$ cat config.mk
export PLATFORM = sky130hd
export DESIGN_NAME = reg_file_cfg_flat
export DESIGN_NICKNAME = d
export VERILOG_FILES = /design/src/rtl/sys_cfg_pkg.sv /design/src/rtl/reg_file_cfg_if.sv /design/src/rtl/reg_file_cfg.sv /design/src/flat_wrapper.sv
export SDC_FILE = /design/constraint.sdc
export NUM_CORES = 1
export LEC_CHECK = 0
export ABC_AREA = 1
export CAP_MARGIN = 20
export CORE_ASPECT_RATIO = 1.2
export CORE_MARGIN = 2
export CORE_UTILIZATION = 35
export DETAILED_ROUTE_END_ITERATION = 16
export SYNTH_ARGS = -nofsm -noshare
export SYNTH_HDL_FRONTEND = slang
export SYNTH_SLANG_ARGS = --single-unit
$ cat constraint.sdc
create_clock -name CLK -period 5.65 [get_ports CLK]
set_input_delay 1.695 -clock CLK [delete_from_list [all_inputs] [get_ports CLK]]
set_output_delay 1.695 -clock CLK [all_outputs]
set_load 0.01 [all_outputs]
$ cat src/rtl/sys_cfg_pkg.sv
// Shared system-configuration constants: exported entry indices, UART config
// field layout and the reset defaults of the configuration registers.
package sys_cfg_pkg;

  localparam int REG_ALU_A     = 0;
  localparam int REG_ALU_B     = 1;
  localparam int REG_UART_CFG  = 2;
  localparam int REG_DIV_RATIO = 3;

  localparam int PAR_EN_BIT    = 0;
  localparam int PAR_TYP_BIT   = 1;
  localparam int PRESCALE_LSB  = 2;
  localparam int PRESCALE_MSB  = 7;

  typedef struct packed {
    logic [PRESCALE_MSB-PRESCALE_LSB:0] prescale;
    logic                               parTyp;
    logic                               parEn;
  } uart_cfg_t;

  // Parity enabled, even parity, prescale of 32.
  localparam uart_cfg_t  UART_CFG_RST  = '{prescale: 6'd32, parTyp: 1'b0, parEn: 1'b1};
  localparam logic [7:0] DIV_RATIO_RST = 8'd32;

endpackage

$ cat src/rtl/reg_file_cfg_if.sv
// Controller-side bus of the configuration register file. Par_Err exists only
// when REG_FILE_PARITY_EN is defined.
interface reg_file_cfg_if #(
  parameter int WIDTH = 8,
  parameter int ADDR  = 4
);
  logic             WrEn;
  logic             RdEn;
  logic [ADDR-1:0]  Address;
  logic [WIDTH-1:0] WrData;
  logic [WIDTH-1:0] RdData;
  logic             RdData_Valid;
  logic             Addr_Err;
`ifdef REG_FILE_PARITY_EN
  logic             Par_Err;

  modport master (output WrEn, RdEn, Address, WrData,
                  input  RdData, RdData_Valid, Addr_Err, Par_Err);
  modport slave  (input  WrEn, RdEn, Address, WrData,
                  output RdData, RdData_Valid, Addr_Err, Par_Err);
`else
  modport master (output WrEn, RdEn, Address, WrData,
                  input  RdData, RdData_Valid, Addr_Err);
  modport slave  (input  WrEn, RdEn, Address, WrData,
                  output RdData, RdData_Valid, Addr_Err);
`endif
endinterface

$ cat src/rtl/reg_file_cfg.sv
// Register file with one-cycle registered read, write-over-read priority and
// out-of-range detection; entries 0..3 exported. Option: REG_FILE_PARITY_EN.
module reg_file_cfg
  import sys_cfg_pkg::*;
#(
  parameter int               WIDTH    = 8,
  parameter int               DEPTH    = 16,
  parameter int               ADDR     = 4,
  parameter logic [WIDTH-1:0] REG2_RST = WIDTH'(UART_CFG_RST),
  parameter logic [WIDTH-1:0] REG3_RST = WIDTH'(DIV_RATIO_RST)
) (
  input  logic             CLK,
  input  logic             RST,
  reg_file_cfg_if.slave    bus,
  output logic [WIDTH-1:0] REG0,
  output logic [WIDTH-1:0] REG1,
  output logic [WIDTH-1:0] REG2,
  output logic [WIDTH-1:0] REG3
);

  logic [WIDTH-1:0] mem [DEPTH];
`ifdef REG_FILE_PARITY_EN
  logic             par [DEPTH];
`endif

  logic inRange;
  logic wrFire;
  logic rdFire;

  function automatic logic [WIDTH-1:0] rstValue(int idx);
    if (idx == REG_UART_CFG)  return REG2_RST;
    if (idx == REG_DIV_RATIO) return REG3_RST;
    return '0;
  endfunction

  assign inRange = 32'(bus.Address) < DEPTH;
  assign wrFire  = bus.WrEn && inRange;
  // NOTE: a read colliding with a write is dropped outright, not bypassed.
  assign rdFire  = bus.RdEn && !bus.WrEn;

  // NOTE: storage is reset element by element because entries 2 and 3 carry
  // non-zero power-on defaults that downstream blocks rely on.
  always_ff @(posedge CLK or posedge RST) begin
    if (RST) begin
      for (int i = 0; i < DEPTH; i++) begin
        mem[i] <= rstValue(i);
`ifdef REG_FILE_PARITY_EN
        par[i] <= ^rstValue(i);
`endif
      end
      bus.RdData       <= '0;
      bus.RdData_Valid <= 1'b0;
      bus.Addr_Err     <= 1'b0;
`ifdef REG_FILE_PARITY_EN
      bus.Par_Err      <= 1'b0;
`endif
    end else begin
      bus.RdData_Valid <= rdFire;
      bus.Addr_Err     <= (bus.WrEn || bus.RdEn) && !inRange;
      if (wrFire) begin
        mem[bus.Address] <= bus.WrData;
`ifdef REG_FILE_PARITY_EN
        par[bus.Address] <= ^bus.WrData;
`endif
      end
      // Out-of-range reads still complete, returning zero, so the master never stalls.
      if (rdFire) bus.RdData <= inRange ? mem[bus.Address] : '0;
`ifdef REG_FILE_PARITY_EN
      bus.Par_Err <= rdFire && inRange && ((^mem[bus.Address]) != par[bus.Address]);
`endif
    end
  end

  assign REG0 = mem[REG_ALU_A];
  assign REG1 = mem[REG_ALU_B];
  assign REG2 = mem[REG_UART_CFG];
  assign REG3 = mem[REG_DIV_RATIO];

endmodule

$ cat src/flat_wrapper.sv
// flat-port wrapper written by rule: the top's interface ports become plain ports
module reg_file_cfg_flat import sys_cfg_pkg::*;
#(
  parameter int               WIDTH    = 8,
  parameter int               DEPTH    = 16,
  parameter int               ADDR     = 4,
  parameter logic [WIDTH-1:0] REG2_RST = WIDTH'(UART_CFG_RST),
  parameter logic [WIDTH-1:0] REG3_RST = WIDTH'(DIV_RATIO_RST)
)
  (CLK, RST, REG0, REG1, REG2, REG3, bus_WrEn, bus_RdEn, bus_Address, bus_WrData, bus_RdData, bus_RdData_Valid, bus_Addr_Err);
  reg_file_cfg_if #(.WIDTH(WIDTH), .ADDR(ADDR)) bus_i ();
  input  logic CLK;
  input  logic RST;
  output logic [WIDTH-1:0] REG0;
  output logic [WIDTH-1:0] REG1;
  output logic [WIDTH-1:0] REG2;
  output logic [WIDTH-1:0] REG3;
  input wire logic [$bits(bus_i.WrEn)-1:0] bus_WrEn;
  input wire logic [$bits(bus_i.RdEn)-1:0] bus_RdEn;
  input wire logic [$bits(bus_i.Address)-1:0] bus_Address;
  input wire logic [$bits(bus_i.WrData)-1:0] bus_WrData;
  output wire logic [$bits(bus_i.RdData)-1:0] bus_RdData;
  output wire logic [$bits(bus_i.RdData_Valid)-1:0] bus_RdData_Valid;
  output wire logic [$bits(bus_i.Addr_Err)-1:0] bus_Addr_Err;
  assign bus_i.WrEn = bus_WrEn;
  assign bus_i.RdEn = bus_RdEn;
  assign bus_i.Address = bus_Address;
  assign bus_i.WrData = bus_WrData;
  assign bus_RdData = bus_i.RdData;
  assign bus_RdData_Valid = bus_i.RdData_Valid;
  assign bus_Addr_Err = bus_i.Addr_Err;
  reg_file_cfg #(.WIDTH(WIDTH), .DEPTH(DEPTH), .ADDR(ADDR), .REG2_RST(REG2_RST), .REG3_RST(REG3_RST)) u_core (.CLK(CLK), .RST(RST), .bus(bus_i), .REG0(REG0), .REG1(REG1), .REG2(REG2), .REG3(REG3));
endmodule
# After elaboration in Yosys (flattened, before gate mapping)
# Index checks and enable logic that the tools add are counted.
word_totals:
  in_bits: 16
  output_inout_bits: 42
  regBits: 137
  word_cells: 30
op_classes:
  n_bitwise: 1
  n_lt_le_gt_ge: 2
  reduce_logical: 3
  muxes: 6
op_table:
  columns: ["op", "n"]
  rows:
  - ["$bwmux W128", 1]
  - ["$bmux W8 S4", 1]
  - ["$demux W8 S4", 1]
  - ["$mux W8", 3]
  - ["$ge A5 B5 Y1 const B", 1]
  - ["$lt A5 B1 Y1 const B", 1]
  - ["$not A4 Y5", 1]
  - ["$logic_and A1 B1 Y1", 2]
  - ["$logic_not A1 Y1", 1]

# Longest topological paths before layout
depth:
  word_depth: 6
  mapped_depth: 11

# Worst setup path after synthesis
# OpenSTA, ideal clock, no wires.
synth_path:
  kind: "input -> register"
  startpoint: "input port bus_Address[1]"
  endpoint: "register u_core.mem[48] in the netlist's numbering"
  slack_ns: 2.963
  stages: 9
  n_path_buf: 2
  arrival_ns: 2.610
  setup_time_ns: 0.077
  cell_sequence: "buf_4 clkinv_2 nand2_1 nor2_1 inv_2 nor2_4 buf_4 nor2_1 a21oi_1"
synth_via:
  elab_chain_cells: 6
synth_lines:
  columns: ["item", "line", "rtl"]
  rows:
  - ["start, declared", "flat_wrapper.sv:20", "input wire logic [$bits(bus_i.Address)-1:0] bus_Address;"]
  - ["$not A4 Y5 (not written as such) *", "reg_file_cfg.sv:61", "mem[bus.Address] <= bus.WrData;"]
  - ["$ge A5 B5 Y1 (not written as such) or $lt A5 B1 Y1 (tied branches)", "reg_file_cfg.sv:61", null]
  - ["$logic_and A1 B1 Y1 (not written as such)", "reg_file_cfg.sv:61", null]
  - ["$mux W8 (not written as such)", "reg_file_cfg.sv:61", null]
  - ["$demux W8 S4 *", "reg_file_cfg.sv:61", null]
  - ["$bwmux W128 *", "reg_file_cfg.sv:61", null]
  - ["end signal, assigned by index", "reg_file_cfg.sv:46", "mem[i] <= rstValue(i);"]
  - ["end signal, assigned by index", "reg_file_cfg.sv:61", null]
  - ["end, declared", "reg_file_cfg.sv:21", "logic [WIDTH-1:0] mem [DEPTH];"]
# Mark *: on every way between the ends. The rest lies on a longest branch, timed or not.
# A chain may end at the register's enable or synchronous reset.

# Worst setup path in the final report
layout_path:
  startpoint: "input port bus_Address[1]"
  endpoint: "register u_core.mem[67] in the netlist's numbering"
# Same word-level chain as after synthesis.

==> results.md <==
Run status:
- The flow ran to the end, and the final reports show no timing, DRC or antenna violations.

STA:
- Setup repair after global routing left no endpoint under its margin.
- On the final layout, the worst hold slack is 0.485 ns.
- Based on the critical path, the design can be clocked at up to 0.283 GHz.
- The worst path in the final design needs a cycle of 3.53 ns, including I/O delays and setup.
- The final critical path takes up 62.6% of the cycle.
- The final-report hold violation count is 0.
- The final-layout setup total negative slack is 0 ns.
- The max-slew violation count is 0.
- For the final database, setup skew stands at 0.00787 ns.
- The final-report setup violation count is 0.
- For the pin with the worst max-slew slack, the measured transition is 0.966 ns.
- The worst pin sits at a relative slew slack of 35.6%.
- The setup slack after layout is 2.12 ns.

Power:
- Total power for the finished layout comes to 3.14 mW.
- The worst-case IR drop observed on VDD is 215 uV.
- The static leakage power is 3.62 nW.
- The cell area power density is 409 mW/mm^2.

Floorplan:
- The floorplan step defined a die boundary enclosing 0.0199 sq mm.
- The core area is 0.0183 sq mm.
- Measured along the x axis, the die boundary spans 129 um.
- The top-level I/O count is 58.
- The die is 154 um tall.
- The floorplan has 54 rows.
- The initial utilization of the core area, before any placement, comes to 35.9%.

Run:
- The tool flagged a number of max-cap violations equal to 0.

Clocking:
- The number of buffers inserted for hold repair after clock tree synthesis is 0.
- TritonCTS built the clock tree.
- The CTS buffer count is 17.
- Clock tree synthesis found a total of 137 sinks.
- The clock latency of the later-clocked register in the worst-skew pair is 0.42 ns.
- The H-tree generated during clock tree synthesis spans 4 levels.
- The maximum clock path buffer count is 2.
- The root buffer selected by CTS is sky130_fd_sc_hd__clkbuf_16.
- The count of buffers added by post-CTS timing repair for setup is 0.
- Clock-pin slew was measured on the worst setup and hold paths at 0.06 ns.
- Once the clock tree was built, the resizer swapped 0 gates to a different size.

Finish:
- The fraction of layout instances using a drive strength above 1 is 6.38%.
- The number of nets in the layout is 866.
- The layout overhead on the synthesized area is 16.6%.
- The number of non-filler instances in the completed layout is 1114.
- 0 antenna diodes ended up in the layout.
- After filler insertion, the fill cell instance count of the layout stands at 1850.

Global routing:
- The number of global-route vias before repair is 4976.
- The number of antenna violations at the first check in global routing is 1.
- The total overflow reported by the global router is 0.
- The maximum number of pins on one net before global-route repair is 102.
- Global routing used 18.5% of the available tracks across all layers.
- The first global-routing pass estimated 28200 um of wire.

Place:
- The post-placement worst setup slack is 1.72 ns.
- The congestion estimate from routability-driven global placement came to 0.806.
- The number of port buffers is 56.
- Counting tap cells, the placed design contains a total of 1083 instances.
- The half-perimeter wire length of the detailed placement result is 11200 um.

Worst setup path:
- The worst path required time is 5.92 ns.
- The path type of the worst setup path is in2reg.
- The type of origin of the critical path is a primary input.
- The signal arrival time at the worst endpoint is 3.80 ns.
- The largest fanout on the critical path is 16.
- The element type at the critical path end is a flop.

Yosys:
- The cell taking the most area after synthesis is sky130_fd_sc_hd__dfrtp_1.
- A synthesized cell averages 7.73 sq um.
- The post-synthesis instance area is 0.00658 sq mm.
- Yosys printed 0 warnings.
- The number of nets produced by synthesis is 867.
- Ranked by instance count, the synthesized netlist is headed by 350 x sky130_fd_sc_hd__nand2_1, 134 x sky130_fd_sc_hd__dfrtp_1, 80 x sky130_fd_sc_hd__o21ai_0, 77 x sky130_fd_sc_hd__nor2_1, 48 x sky130_fd_sc_hd__a21oi_1.
- The number of enable-type register cells in the synthesized netlist is 0.
- The share of Yosys cell area claimed by the top area cell type is 51.0%.
- By area the synthesized netlist is led by sky130_fd_sc_hd__dfrtp_1 51%, sky130_fd_sc_hd__nand2_1 20%, sky130_fd_sc_hd__o21ai_0 6.1%.
- The dominant register cell in the synthesized netlist is sky130_fd_sc_hd__dfrtp_1.
- Synthesis inferred 137 register bits.
- Synthesis produced 851 cells.
- The leading cell type by number of instances after synthesis is sky130_fd_sc_hd__nand2_1.
- For this run, asynchronously set or reset flops after synthesis account for 100%.
- The count of cell types in the netlist is 18.
- Sequential cells were found to cover 52.2% of the synthesized design area.

Routing:
- Summed over all layers, the routed wires come to 17600 um.
- For this block, the initial DRC count from the detailed router was 426.
- The detailed-route vias per instance is 4.84.
- The number of routed nets with antenna violations is 0.
- The first detailed-routing pass ran for 5 iterations.
- Dividing the detail-routed wire length by the instance count gives 15.8 um.
- The number of remaining DRC errors is 0.
- The number of vias after detailed routing is 5394.

Hold path:
- The classification of the worst-slack hold path is reg2reg.
==> area by class of cell <==
type                    count  area, sq um  share of cell area (%)
clock buffers              20          457                    5.95
clock inverters            11          195                    2.54
inverters                  19         77.6                    1.01
multi-input cells         612         2580                    33.7
flip-flops and latches    137         3430                    44.7
well taps                 252          315                    4.11
repair buffers             63          608                    7.93
==> registers in the layout, summed over array words and instances (netlist names) <==
signal,count
u_core.bus.RdData,8
u_core.REG1,8
u_core.REG3,8
u_core.REG0,8
u_core.REG2,8
u_core.mem,96
u_core.bus.RdData_Valid,1
==> stage by stage <==
step / util (%) / instance area, sq um
3_3_place_gp: 38.3 / 7020
2_1_floorplan: - / 6580
3_5_place_dp: 38.3 / 7020
6_report: 41.9 / 7670
5_1_grt: 41.9 / 7670
4_1_cts: 41.9 / 7670
==> cell families after synthesis <==
logic type	Yosys count	share of synthesized area, %
and+or+nand+nor	483	29.5
buffers and inverters	102	8.54
other	1	0.0570
DFF	137	52.2
AOI/OAI and AO/OA	128	9.74
==> worst max-delay path, cell delays in order <==
cell	delay [ns]
sky130_fd_sc_hd__clkdlybuf4s50_1	0.81
sky130_fd_sc_hd__clkinv_2	0.30
sky130_fd_sc_hd__nor3_2	0.36
sky130_fd_sc_hd__nand2_1	0.39
sky130_fd_sc_hd__nand2_1	0.15
sky130_fd_sc_hd__o21ai_0	0.09
==> routing by layer <==
layer	vias to the layer above	share of wire (%)	GRT usage, %
met1	2572	45	25.4
met3	25	3.9	2.80
met5	-	0	0
li1	2665	-	-
met2	132	49	29.2
met4	0	2.2	7.30
==> placed cells by master (no fill, tap or decap) <==
master                            instances
sky130_fd_sc_hd__a21oi_1                 48
sky130_fd_sc_hd__clkinv_4                 2
sky130_fd_sc_hd__inv_1                   12
sky130_fd_sc_hd__clkinvlp_4               3
sky130_fd_sc_hd__o21ai_0                 80
sky130_fd_sc_hd__clkinv_2                 2
sky130_fd_sc_hd__nand2_1                350
sky130_fd_sc_hd__buf_4                    7
sky130_fd_sc_hd__clkbuf_8                 2
sky130_fd_sc_hd__conb_1                   1
sky130_fd_sc_hd__clkbuf_16               17
sky130_fd_sc_hd__nand4_1                  8
sky130_fd_sc_hd__nor2_1                  77
sky130_fd_sc_hd__clkbuf_1                 1
sky130_fd_sc_hd__clkdlybuf4s50_1         55
sky130_fd_sc_hd__nand3_1                 40
sky130_fd_sc_hd__nor3_2                   2
sky130_fd_sc_hd__bufinv_16                5
sky130_fd_sc_hd__dfstp_2                  3
sky130_fd_sc_hd__dfrtp_1                134
sky130_fd_sc_hd__nor2_4                   6
sky130_fd_sc_hd__clkinv_1                 1
sky130_fd_sc_hd__buf_2                    1
sky130_fd_sc_hd__inv_2                    4
sky130_fd_sc_hd__inv_6                    1
==> final timing paths <==
| kind | end | cells after the start | slack, ns | startpoint |
|---|---|---|---|---|
| setup / recovery | u_core.mem[67]$_DFFE_PP0P_ | 6 | 2.12 | bus_Address[1] |
| hold / removal | u_core.mem[66]$_DFFE_PP0P_ | 2 | 0.48 | u_core.mem[66]$_DFFE_PP0P_ |
| setup reg to reg | u_core.bus.RdData[0]$_DFFE_PP0P_ | 8 | 4.40 | u_core.REG2[0]$_DFFE_PP1P_ |
| hold reg to reg | u_core.mem[66]$_DFFE_PP0P_ | 2 | 0.48 | u_core.mem[66]$_DFFE_PP0P_ |
| max in group asynchronous | u_core.REG3[5]$_DFFE_PP1P_ | 3 | 2.90 | RST |
| min in group asynchronous | u_core.mem[30]$_DFFE_PP0P_ | 2 | 1.87 | RST |
==> report_power, final <==
part | switching [mW] | internal [mW] | leakage [nW]
logic | 0.318 | 0.259 | 1.65
clock network | 0.431 | 0.805 | 0.308
registers | 0.133 | 1.19 | 1.66
Power figures use the tool's default switching activity.
